File: src/rtl/cplx_mult_pkg.sv
// Shared definitions for the sequential complex multiplier: state encoding,
// datapath control encodings, width helpers and op_data field positions.
package cplx_mult_pkg;

    typedef enum logic [2:0] {
        IDLE = 3'd0,
        MUL0 = 3'd1,
        MUL1 = 3'd2,
        MUL2 = 3'd3,
        MUL3 = 3'd4,
        DONE = 3'd5
    } cm_state_e;

    typedef enum logic [1:0] {
        MAC_HOLD = 2'd0,
        MAC_LOAD = 2'd1,
        MAC_ADD  = 2'd2,
        MAC_SUB  = 2'd3
    } mac_op_e;

    typedef enum logic [1:0] {
        SEL_A_C = 2'd0,
        SEL_B_D = 2'd1,
        SEL_A_D = 2'd2,
        SEL_B_C = 2'd3
    } mul_sel_e;

    localparam int unsigned DEF_DATA_WIDTH = 8;

    // Field numbers within op_data; multiply by DATA_WIDTH for the bit offset.
    localparam int unsigned OP1_RE_FIELD = 3;
    localparam int unsigned OP1_IM_FIELD = 2;
    localparam int unsigned OP2_RE_FIELD = 1;
    localparam int unsigned OP2_IM_FIELD = 0;

    function automatic int unsigned prod_width(input int unsigned dw);
        return 2 * dw;
    endfunction

    function automatic int unsigned res_width(input int unsigned dw);
        return 2 * dw + 1;
    endfunction

    function automatic int unsigned op_width(input int unsigned dw);
        return 4 * dw;
    endfunction

endpackage

File: src/rtl/cplx_mult_seq_core_mac.sv
// Single signed multiplier feeding one of two RES_WIDTH accumulators with
// load/add/subtract control; acc_nxt exposes the value being written this cycle.
import cplx_mult_pkg::*;

module cplx_mac_unit #(
    parameter int unsigned DATA_WIDTH = DEF_DATA_WIDTH,
    parameter int unsigned RES_WIDTH  = res_width(DATA_WIDTH)
) (
    input  logic                         clk,
    input  logic                         sw_rst,
    input  logic signed [DATA_WIDTH-1:0] mul_x,
    input  logic signed [DATA_WIDTH-1:0] mul_y,
    input  mac_op_e                      mac_op,
    input  logic                         acc_sel,
    output logic signed [RES_WIDTH-1:0]  re_acc,
    output logic signed [RES_WIDTH-1:0]  im_acc,
    output logic signed [RES_WIDTH-1:0]  acc_nxt
);

    localparam int unsigned PW = prod_width(DATA_WIDTH);

    logic signed [PW-1:0]        prod;
    logic signed [RES_WIDTH-1:0] prod_ext;
    logic signed [RES_WIDTH-1:0] acc_cur;

    assign prod     = mul_x * mul_y;
    assign prod_ext = {{(RES_WIDTH-PW){prod[PW-1]}}, prod};
    assign acc_cur  = acc_sel ? im_acc : re_acc;

    always_comb begin
        acc_nxt = acc_cur;
        case (mac_op)
            MAC_LOAD: acc_nxt = prod_ext;
            MAC_ADD:  acc_nxt = acc_cur + prod_ext;
            MAC_SUB:  acc_nxt = acc_cur - prod_ext;
            default:  acc_nxt = acc_cur;
        endcase
    end

    always_ff @(posedge clk) begin
        if (sw_rst) begin
            re_acc <= '0;
            im_acc <= '0;
        end else if (mac_op != MAC_HOLD) begin
            if (acc_sel) im_acc <= acc_nxt;
            else         re_acc <= acc_nxt;
        end
    end

endmodule

File: src/rtl/cplx_mult_seq_core.sv
// Sequential complex multiplier: accepts {a,b,c,d} under op_val/op_ready and
// returns {a*c-b*d, a*d+b*c} under res_val/res_ready using one shared multiplier.
import cplx_mult_pkg::*;

module cplx_mult_seq_core #(
    parameter int unsigned DATA_WIDTH = DEF_DATA_WIDTH,
    parameter int unsigned RES_WIDTH  = res_width(DATA_WIDTH)
) (
    input  logic                          clk,
    input  logic                          sw_rst,
    input  logic                          op_val,
    output logic                          op_ready,
    input  logic [op_width(DATA_WIDTH)-1:0] op_data,
    output logic                          res_val,
    input  logic                          res_ready,
    output logic [2*RES_WIDTH-1:0]        res_data
);

    cm_state_e state_q, state_d;
    mac_op_e   mac_op;
    mul_sel_e  mul_sel;
    logic      acc_sel;
    logic      accept;
    logic      finish;
    logic      handoff;

    logic signed [DATA_WIDTH-1:0] op_a, op_b, op_c, op_d;
    logic signed [DATA_WIDTH-1:0] mul_x, mul_y;
    logic signed [RES_WIDTH-1:0]  re_acc, im_acc, acc_nxt;

    assign op_ready = (state_q == IDLE);

    always_ff @(posedge clk) begin
        if (sw_rst) state_q <= IDLE;
        else        state_q <= state_d;
    end

    always_comb begin
        state_d = state_q;
        mac_op  = MAC_HOLD;
        mul_sel = SEL_A_C;
        acc_sel = 1'b0;
        accept  = 1'b0;
        finish  = 1'b0;
        handoff = 1'b0;
        case (state_q)
            IDLE: begin
                if (op_val) begin
                    accept  = 1'b1;
                    state_d = MUL0;
                end
            end
            MUL0: begin
                mac_op  = MAC_LOAD;
                mul_sel = SEL_A_C;
                state_d = MUL1;
            end
            MUL1: begin
                mac_op  = MAC_SUB;
                mul_sel = SEL_B_D;
                state_d = MUL2;
            end
            MUL2: begin
                mac_op  = MAC_LOAD;
                mul_sel = SEL_A_D;
                acc_sel = 1'b1;
                state_d = MUL3;
            end
            MUL3: begin
                mac_op  = MAC_ADD;
                mul_sel = SEL_B_C;
                acc_sel = 1'b1;
                finish  = 1'b1;
                state_d = DONE;
            end
            DONE: begin
                if (res_ready) begin
                    handoff = 1'b1;
                    state_d = IDLE;
                end
            end
            default: state_d = IDLE;
        endcase
    end

    always_comb begin
        mul_x = op_a;
        mul_y = op_c;
        case (mul_sel)
            SEL_A_C: begin mul_x = op_a; mul_y = op_c; end
            SEL_B_D: begin mul_x = op_b; mul_y = op_d; end
            SEL_A_D: begin mul_x = op_a; mul_y = op_d; end
            SEL_B_C: begin mul_x = op_b; mul_y = op_c; end
            default: begin mul_x = op_a; mul_y = op_c; end
        endcase
    end

    cplx_mac_unit #(
        .DATA_WIDTH (DATA_WIDTH),
        .RES_WIDTH  (RES_WIDTH)
    ) u_mac (
        .clk     (clk),
        .sw_rst  (sw_rst),
        .mul_x   (mul_x),
        .mul_y   (mul_y),
        .mac_op  (mac_op),
        .acc_sel (acc_sel),
        .re_acc  (re_acc),
        .im_acc  (im_acc),
        .acc_nxt (acc_nxt)
    );

    // im_acc is written on the same edge as res_data, so take its next value.
    always_ff @(posedge clk) begin
        if (sw_rst) begin
            op_a     <= '0;
            op_b     <= '0;
            op_c     <= '0;
            op_d     <= '0;
            res_data <= '0;
            res_val  <= 1'b0;
        end else begin
            if (accept) begin
                op_a <= op_data[OP1_RE_FIELD*DATA_WIDTH +: DATA_WIDTH];
                op_b <= op_data[OP1_IM_FIELD*DATA_WIDTH +: DATA_WIDTH];
                op_c <= op_data[OP2_RE_FIELD*DATA_WIDTH +: DATA_WIDTH];
                op_d <= op_data[OP2_IM_FIELD*DATA_WIDTH +: DATA_WIDTH];
            end
            if (finish) begin
                res_data <= {re_acc, acc_nxt};
                res_val  <= 1'b1;
            end
            if (handoff) res_val <= 1'b0;
        end
    end

endmodule

File: config.mk
export PLATFORM = sky130hd
export DESIGN_NAME = cplx_mult_seq_core
export DESIGN_NICKNAME = d
export VERILOG_FILES = /design/src/rtl/cplx_mult_pkg.sv /design/src/rtl/cplx_mult_seq_core_mac.sv /design/src/rtl/cplx_mult_seq_core.sv
export SDC_FILE = /design/constraint.sdc
export NUM_CORES = 1
export LEC_CHECK = 0
export CAP_MARGIN = 10
export CORE_UTILIZATION = 47
export DETAILED_ROUTE_END_ITERATION = 6
export PLACE_DENSITY_LB_ADDON = 0.08
export RECOVER_POWER = 50
export SLEW_MARGIN = 20
export SYNTH_ARGS = -nofsm -noshare
export SYNTH_HDL_FRONTEND = slang
export SYNTH_SLANG_ARGS = --single-unit
File: constraint.sdc
create_clock -name clk -period 15.8 [get_ports clk]
set_clock_uncertainty 0.15 [all_clocks]
set_input_delay 4.74 -clock clk [delete_from_list [all_inputs] [get_ports clk]]
set_output_delay 4.74 -clock clk [all_outputs]
set_load 0.02 [all_outputs]
==> impl_metrics.py, run 1 <==
metrics = {
    "critical_path": {
        "critPathCaptureType": "flop",
        "critical-path-max-stage-delay_ns": 0.76,
        "cp_data_arrival_time_ns": 9.12,
        "regToRegSetupSlack_ns": 6.65,
        "timing.critical_path.slowest_stage_cell": "sky130_fd_sc_hd__dfxtp_1",
        "worst-path-max-fanout": 18,
        "worst_ep_required_time_ns": 15.77,
        "worstSetupPathType": "reg -> reg",
        "startpoint_type": "flop",
        "rr_worst_depth": 30,
        "critPathMostFrequentCell": "sky130_fd_sc_hd__inv_1",
    },
    "global_route": {
        "grt_most_used_layer": "met2",
        "largest_net_degree_at_the_start_of_global_routing": 54,
        "global_route.usage.met1": 0.315,
        "number_of_antenna_violations_at_the_first_check_in_global_routing": 0,
        "grt_pass1_vias": 6565,
        "met3_usage": 0.0358,
        "grt_overflow": 0,
        "track_usage": 0.235,
        "grt_pass1_wl_um": 33100,
        "gr-usage-met2": 0.396,
    },
    "finish": {
        "nNetsFinal": 1198,
        "final-instance-count-excl-fill": 1283,
        "synthesis_to_finish_area_growth_pct": 15.4,
        "antenna_cells": 0,
        "drive_gt1_frac": 0.0593,
        "post_route_core_utilization": 0.555,
    },
    "worst_hold_path": {
        "hp-class": "reg -> reg",
        "whs_path_depth": 2,
    },
    "yosys": {
        "syn-num-nets": 1148,
        "synthCells": 1010,
        "synthesis.area_per_instance_um2": 7.89,
        "synth_enable_flop_cells": 0,
        "synth_area_um2": 7970,
        "synth.largest_area_cell": "sky130_fd_sc_hd__dfxtp_1",
        "synth_flop_cell": "sky130_fd_sc_hd__dfxtp_1",
        "synth_seq_cells": 104,
        "synthDominantCellAreaShare": 0.261,
        "yosys.cell_types.count": 64,
        "synth_sequential_area_ratio": 0.261,
        "yosys-top-cells-area": "sky130_fd_sc_hd__dfxtp_1, sky130_fd_sc_hd__fa_1, sky130_fd_sc_hd__nand2_1",
        "synthMostInstantiatedCell": "sky130_fd_sc_hd__nand2_1",
        "synth_commonest_cells": "sky130_fd_sc_hd__nand2_1, sky130_fd_sc_hd__dfxtp_1, sky130_fd_sc_hd__nor2_1, sky130_fd_sc_hd__inv_1, sky130_fd_sc_hd__a21oi_1",
        "yosys_warnings": 0,
        "asyncSetResetFlopFracSynth": 0,
    },
    "drt": {
        "route.detailed.wl_per_inst_um": 15.2,
        "dr_total_vias": 6831,
        "antenna_violating_nets_post_route": 0,
        "first_iter_violations": 425,
        "drt_pre_antenna_iters": 5,
        "drc": 0,
        "finalWirelength_um": 19600,
        "routed_via_density": 5.32,
    },
    "place": {
        "port-buffer-count": 71,
        "place_hpwl_um": 14500,
        "place_worst_setup_slack_ns": 6.73,
        "placed_cells": 1269,
        "globalplace.congestion": 0.856,
    },
    "sta": {
        "tightest_slew_ns": 2.45,
        "final_max_slew_viol_count": 91,
        "report.final.setup_viol": 0,
        "final.period_utilization": 0.579,
        "worst_slack_ns": 6.65,
        "fmax_ghz": 0.109,
        "layout_min_cycle_time_ns": 9.15,
        "final.setup.tns_ns": 0,
        "slew_headroom": -0.636,
        "rsz0062_at_grt": "false",
        "hold_violations": 0,
    },
    "power_and_ir_drop": {
        "total_leakage_power_nw": 4.01,
        "power_density_nw_per_um2": 120,
        "totalPowerFinal_mw": 1.11,
        "vdd_drop_max_v": 0.0000651,
    },
    "run_status": {
        "run_status": "finished, violations left",
        "violations": "capacitance limit, slew limit",
    },
    "cts": {
        "cts.repair_timing.setup_buffer_count": 0,
        "tritoncts_num_sinks": 104,
        "clkLatencyLatePin_ns": 0.36,
        "resized_after_cts": 0,
        "cts_htree_levels": 3,
        "clk_path_buf_depth": 2,
        "cts_made_buffers": 9,
        "clk_pin_slew_ns": 0.08,
        "clockRootBuffer": "sky130_fd_sc_hd__clkbuf_16",
        "cts_hold_repair.buffers": 0,
        "cts_tree": "done",
    },
    "die": {
        "die_area_um2": 17500,
        "floorplan.initialDensity": 0.481,
        "placement_rows": 47,
        "die_w_um": 132,
        "floorplan.core_area_um2": 16600,
        "die_h_um": 132,
        "design.portCount": 72,
    },
    "job": {
        "drv.max_cap_violation_count": 2,
    },
}
-- cell families after synthesis --
logic type               share of synthesized area
flip-flops                                   0.261
AND/OR/NAND/NOR                              0.198
buffers and inverters                       0.0694
AO/OA/AOI/OAI                                0.163
multiplexers                                0.0411
XOR/XNOR                                    0.0546
adder cells (fa/ha/maj)                      0.213
-- worst paths after layout --
path | start | endpoint
worst max-delay path | state_q[1] | u_mac.im_acc[16]
worst min-delay path | res_data[29] | res_data[29]
worst max register to register | state_q[1] | u_mac.im_acc[16]
worst min register to register | res_data[29] | res_data[29]
-- power by group --
group	internal [mW]	leakage, nW	total (mW)	switching, mW
registers	0.283	0.846	0.300	0.0171
logic	0.214	3.01	0.548	0.334
clock network	0.154	0.158	0.258	0.104
-- placed cells by master (no fill, tap or decap), types with 7 or more instances in the layout --
master and instances:
sky130_fd_sc_hd__nand2_1 198, sky130_fd_sc_hd__dfxtp_1 104, sky130_fd_sc_hd__nor2_1 101, sky130_fd_sc_hd__inv_1 98, sky130_fd_sc_hd__a21oi_1 94, sky130_fd_sc_hd__fa_1 56, sky130_fd_sc_hd__ha_1 46, sky130_fd_sc_hd__dlygate4sd3_1 36
sky130_fd_sc_hd__clkdlybuf4s50_1 34, sky130_fd_sc_hd__o21ai_0 29, sky130_fd_sc_hd__xnor2_1 29, sky130_fd_sc_hd__mux2i_1 26, sky130_fd_sc_hd__or2_2 17, sky130_fd_sc_hd__xor2_1 17, sky130_fd_sc_hd__a211oi_1 15, sky130_fd_sc_hd__nor3_1 15
sky130_fd_sc_hd__buf_4 12, sky130_fd_sc_hd__clkbuf_16 9, sky130_fd_sc_hd__o21ai_1 8, sky130_fd_sc_hd__nand3_1 8, sky130_fd_sc_hd__nand2b_1 7
-- state kept, by name (all words and copies together) (netlist names), 3 cells and up --
register	count
res_data	34
op_d	8
op_b	8
u_mac.re_acc	17
state_q	3
u_mac.im_acc	17
op_c	8
op_a	8
-- worst max-delay path, delay by kind of cell (launching register included) --
family	cells	cell delay [ns]
AOI/OAI and AO/OA	6	1.31
xor gates and xnor gates	4	0.96
adders and majority gates	6	2.99
buffers and inverters	5	0.37
DFF	1	0.76
muxes	1	0.62
and+or+nand+nor	8	1.73
-- cell type report --
cell class | instances | area, um2
inverter | 99 | 372
sequential | 104 | 2080
multi-input combinational | 762 | 5340
fill | 1619 | 7380
timing repair buffer | 84 | 798
clock buffer | 9 | 225
tap | 220 | 275
clock inverter | 5 | 106
-- metrics by stage --
stage / hold slack [ns] / cell area [um2]
finish: 0.299 / 9200
global route: 0.316 / 9200
CTS: 0.305 / 9210
detailed placement: 0.296 / 8870
global placement: 0.292 / 8870
floorplan: 0.286 / 7970
-- per-layer routing --
metal / vias up / share of wire
met5: - / 0
met4: 0 / 0.010
met3: 17 / 0.046
met2: 169 / 0.47
met1: 3214 / 0.47
li1: 3431 / -
Power figures use the tool's default switching activity.
==> inputs of run 2 (changes only) <==
==> constraint.sdc (replaced) <==
create_clock -name clk -period 8 [get_ports clk]
set_clock_uncertainty 0.15 [all_clocks]
set_input_delay 2.4 -clock clk [delete_from_list [all_inputs] [get_ports clk]]
set_output_delay 2.4 -clock clk [all_outputs]
set_load 0.02 [all_outputs]
==> impl_metrics.py, run 2 (synthesis gave the netlist of run 1 again) <==
metrics = {
    "run_status": {
        "run_status": "finished, violations left",
        "violations": "capacitance limit, slew limit",
    },
    "place": {
        "place_hpwl_um": 14900,
        "port-buffer-count": 71,
        "placed_cells": 1285,
        "place_area_um2": 8990,
        "globalplace.congestion": 0.887,
    },
    "job": {
        "drv.max_cap_violation_count": 1,
    },
    "critical_path": {
        "worst_ep_required_time_ns": 8.09,
        "worst-path-max-fanout": 8,
        "rr_worst_depth": 30,
        "critPathCaptureType": "flop",
        "cp_data_arrival_time_ns": 7.63,
        "worstSetupPathType": "reg -> reg",
        "critical-path-max-stage-delay_ns": 0.54,
        "critPathMostFrequentCell": "sky130_fd_sc_hd__fa_1",
        "startpoint_type": "flop",
        "timing.critical_path.slowest_stage_cell": "sky130_fd_sc_hd__fa_1",
    },
    "sta": {
        "fmax_ghz": 0.133,
        "tightest_slew_ns": 1.59,
        "slew_headroom": -0.0592,
        "report.final.setup_viol": 0,
        "final_max_slew_viol_count": 36,
        "hold_violations": 0,
        "layout_min_cycle_time_ns": 7.54,
        "final.setup.tns_ns": 0,
        "final.period_utilization": 0.943,
        "rsz0062_at_grt": "false",
    },
    "finish": {
        "final_common_cell": "sky130_fd_sc_hd__nand2_1",
        "final-seq-area_um2": 2080,
        "nNetsFinal": 1216,
        "fill_cells": 1581,
        "antenna_cells": 0,
        "largest_reg_flops": 34,
        "mostFrequentLayoutCells": "sky130_fd_sc_hd__nand2_1, sky130_fd_sc_hd__dfxtp_1, sky130_fd_sc_hd__nor2_1",
        "multi_input_area_um2": 5410,
        "synthesis_to_finish_area_growth_pct": 18.0,
        "registers_with_the_most_flip_flops": "res_data: 34 flops, u_mac.im_acc: 17 flops, u_mac.re_acc: 17 flops",
        "registers.top_by_ff_count": "res_data",
        "drive_gt1_frac": 0.0859,
        "final-instance-count-excl-fill": 1303,
        "post-route-cell-area_um2": 9400,
    },
    "die": {
        "design.portCount": 72,
        "die_w_um": 132,
        "placement_rows": 47,
        "die_h_um": 132,
        "die_area_um2": 17500,
        "floorplan.core_area_um2": 16600,
        "floorplan.initialDensity": 0.481,
    },
    "global_route": {
        "largest_net_degree_at_the_start_of_global_routing": 55,
        "grt_pass1_wl_um": 33400,
        "number_of_antenna_violations_at_the_first_check_in_global_routing": 0,
        "grt_overflow": 0,
        "track_usage": 0.238,
        "grt_pass1_vias": 6578,
    },
    "worst_hold_path": {
        "whs_path_depth": 2,
        "hp-class": "reg -> reg",
    },
    "cts": {
        "clockRootBuffer": "sky130_fd_sc_hd__clkbuf_16",
        "clk_pin_slew_ns": 0.08,
        "cts_htree_levels": 3,
        "cts_hold_repair.buffers": 0,
        "tritoncts_num_sinks": 104,
        "clkLatencyLatePin_ns": 0.36,
        "clk_path_buf_depth": 2,
        "cts_tree": "done",
        "cts_made_buffers": 9,
    },
    "power_and_ir_drop": {
        "power_density_nw_per_um2": 236,
        "total_leakage_power_nw": 4.11,
        "vdd_drop_max_v": 0.000138,
    },
    "drt": {
        "drc": 0,
        "dr_total_vias": 6925,
        "route.detailed.wl_per_inst_um": 15.3,
        "drt_pre_antenna_iters": 5,
        "first_iter_violations": 382,
        "routed_via_density": 5.31,
        "antenna_violating_nets_post_route": 0,
        "finalWirelength_um": 19900,
    },
}
==> run 2: worst max-delay path: cells and delay by family (launching register included) <==
family,cells,cell delay [ns]
XOR/XNOR,3,0.53
flip-flops,1,0.33
multiplexers,1,0.10
adder cells (fa/ha/maj),6,2.40
AO/OA/AOI/OAI,9,1.96
buffers and inverters,6,0.80
AND/OR/NAND/NOR,5,1.14
==> run 2: worst paths after layout <==
path           startpoint           end  slack, ns
max reg2reg    state_q[2]  res_data[15]       0.46
min          res_data[26]  res_data[26]       0.30
min reg2reg  res_data[26]  res_data[26]       0.30
max            state_q[2]  res_data[15]       0.46
==> run 2: cell type report <==
type                    instances  area share
multi-input cells             763       0.575
flip-flops and latches        104       0.221
repair buffers                101      0.0989
inverters                      99      0.0395
well taps                     220      0.0293
clock buffers                   9      0.0239
clock inverters                 7      0.0120
==> run 2: where the power goes <==
group	leakage [nW]	switching [mW]	total (mW)	internal, mW
clock	0.161	0.228	0.510	0.282
combinational	3.10	0.671	1.12	0.451
sequential	0.846	0.0330	0.592	0.559
total	4.11	0.932	2.22	1.29
==> run 2: per-layer routing <==
metal | track usage | vias to the layer above | wire, um
li1 | - | 3468 | -
met1 | 0.321 | 3262 | 9310
met2 | 0.399 | 178 | 9450
met3 | 0.0334 | 17 | 867
met4 | 0.0651 | 0 | 264
met5 | 0 | - | 0
==> run 2: what timing repair did <==
item / CTS / global route
setup buffers: 0 / 1
hold endpoints to repair: 0 / 0
gates resized for setup: 0 / 11
setup endpoints to repair: 0 / 9
==> run 2: through the flow <==
stage	hold WS [ns]	util	setup WS, ns	power, mW
final	0.301	0.567	0.460	2.22
after detailed placement	0.296	0.542	0.207	1.70
after global routing	0.319	0.567	0.00207	2.39
after floorplan	0.286	-	0.464	1.42
after CTS	0.307	0.563	0.179	2.21
after global placement	0.293	0.542	0.385	1.70
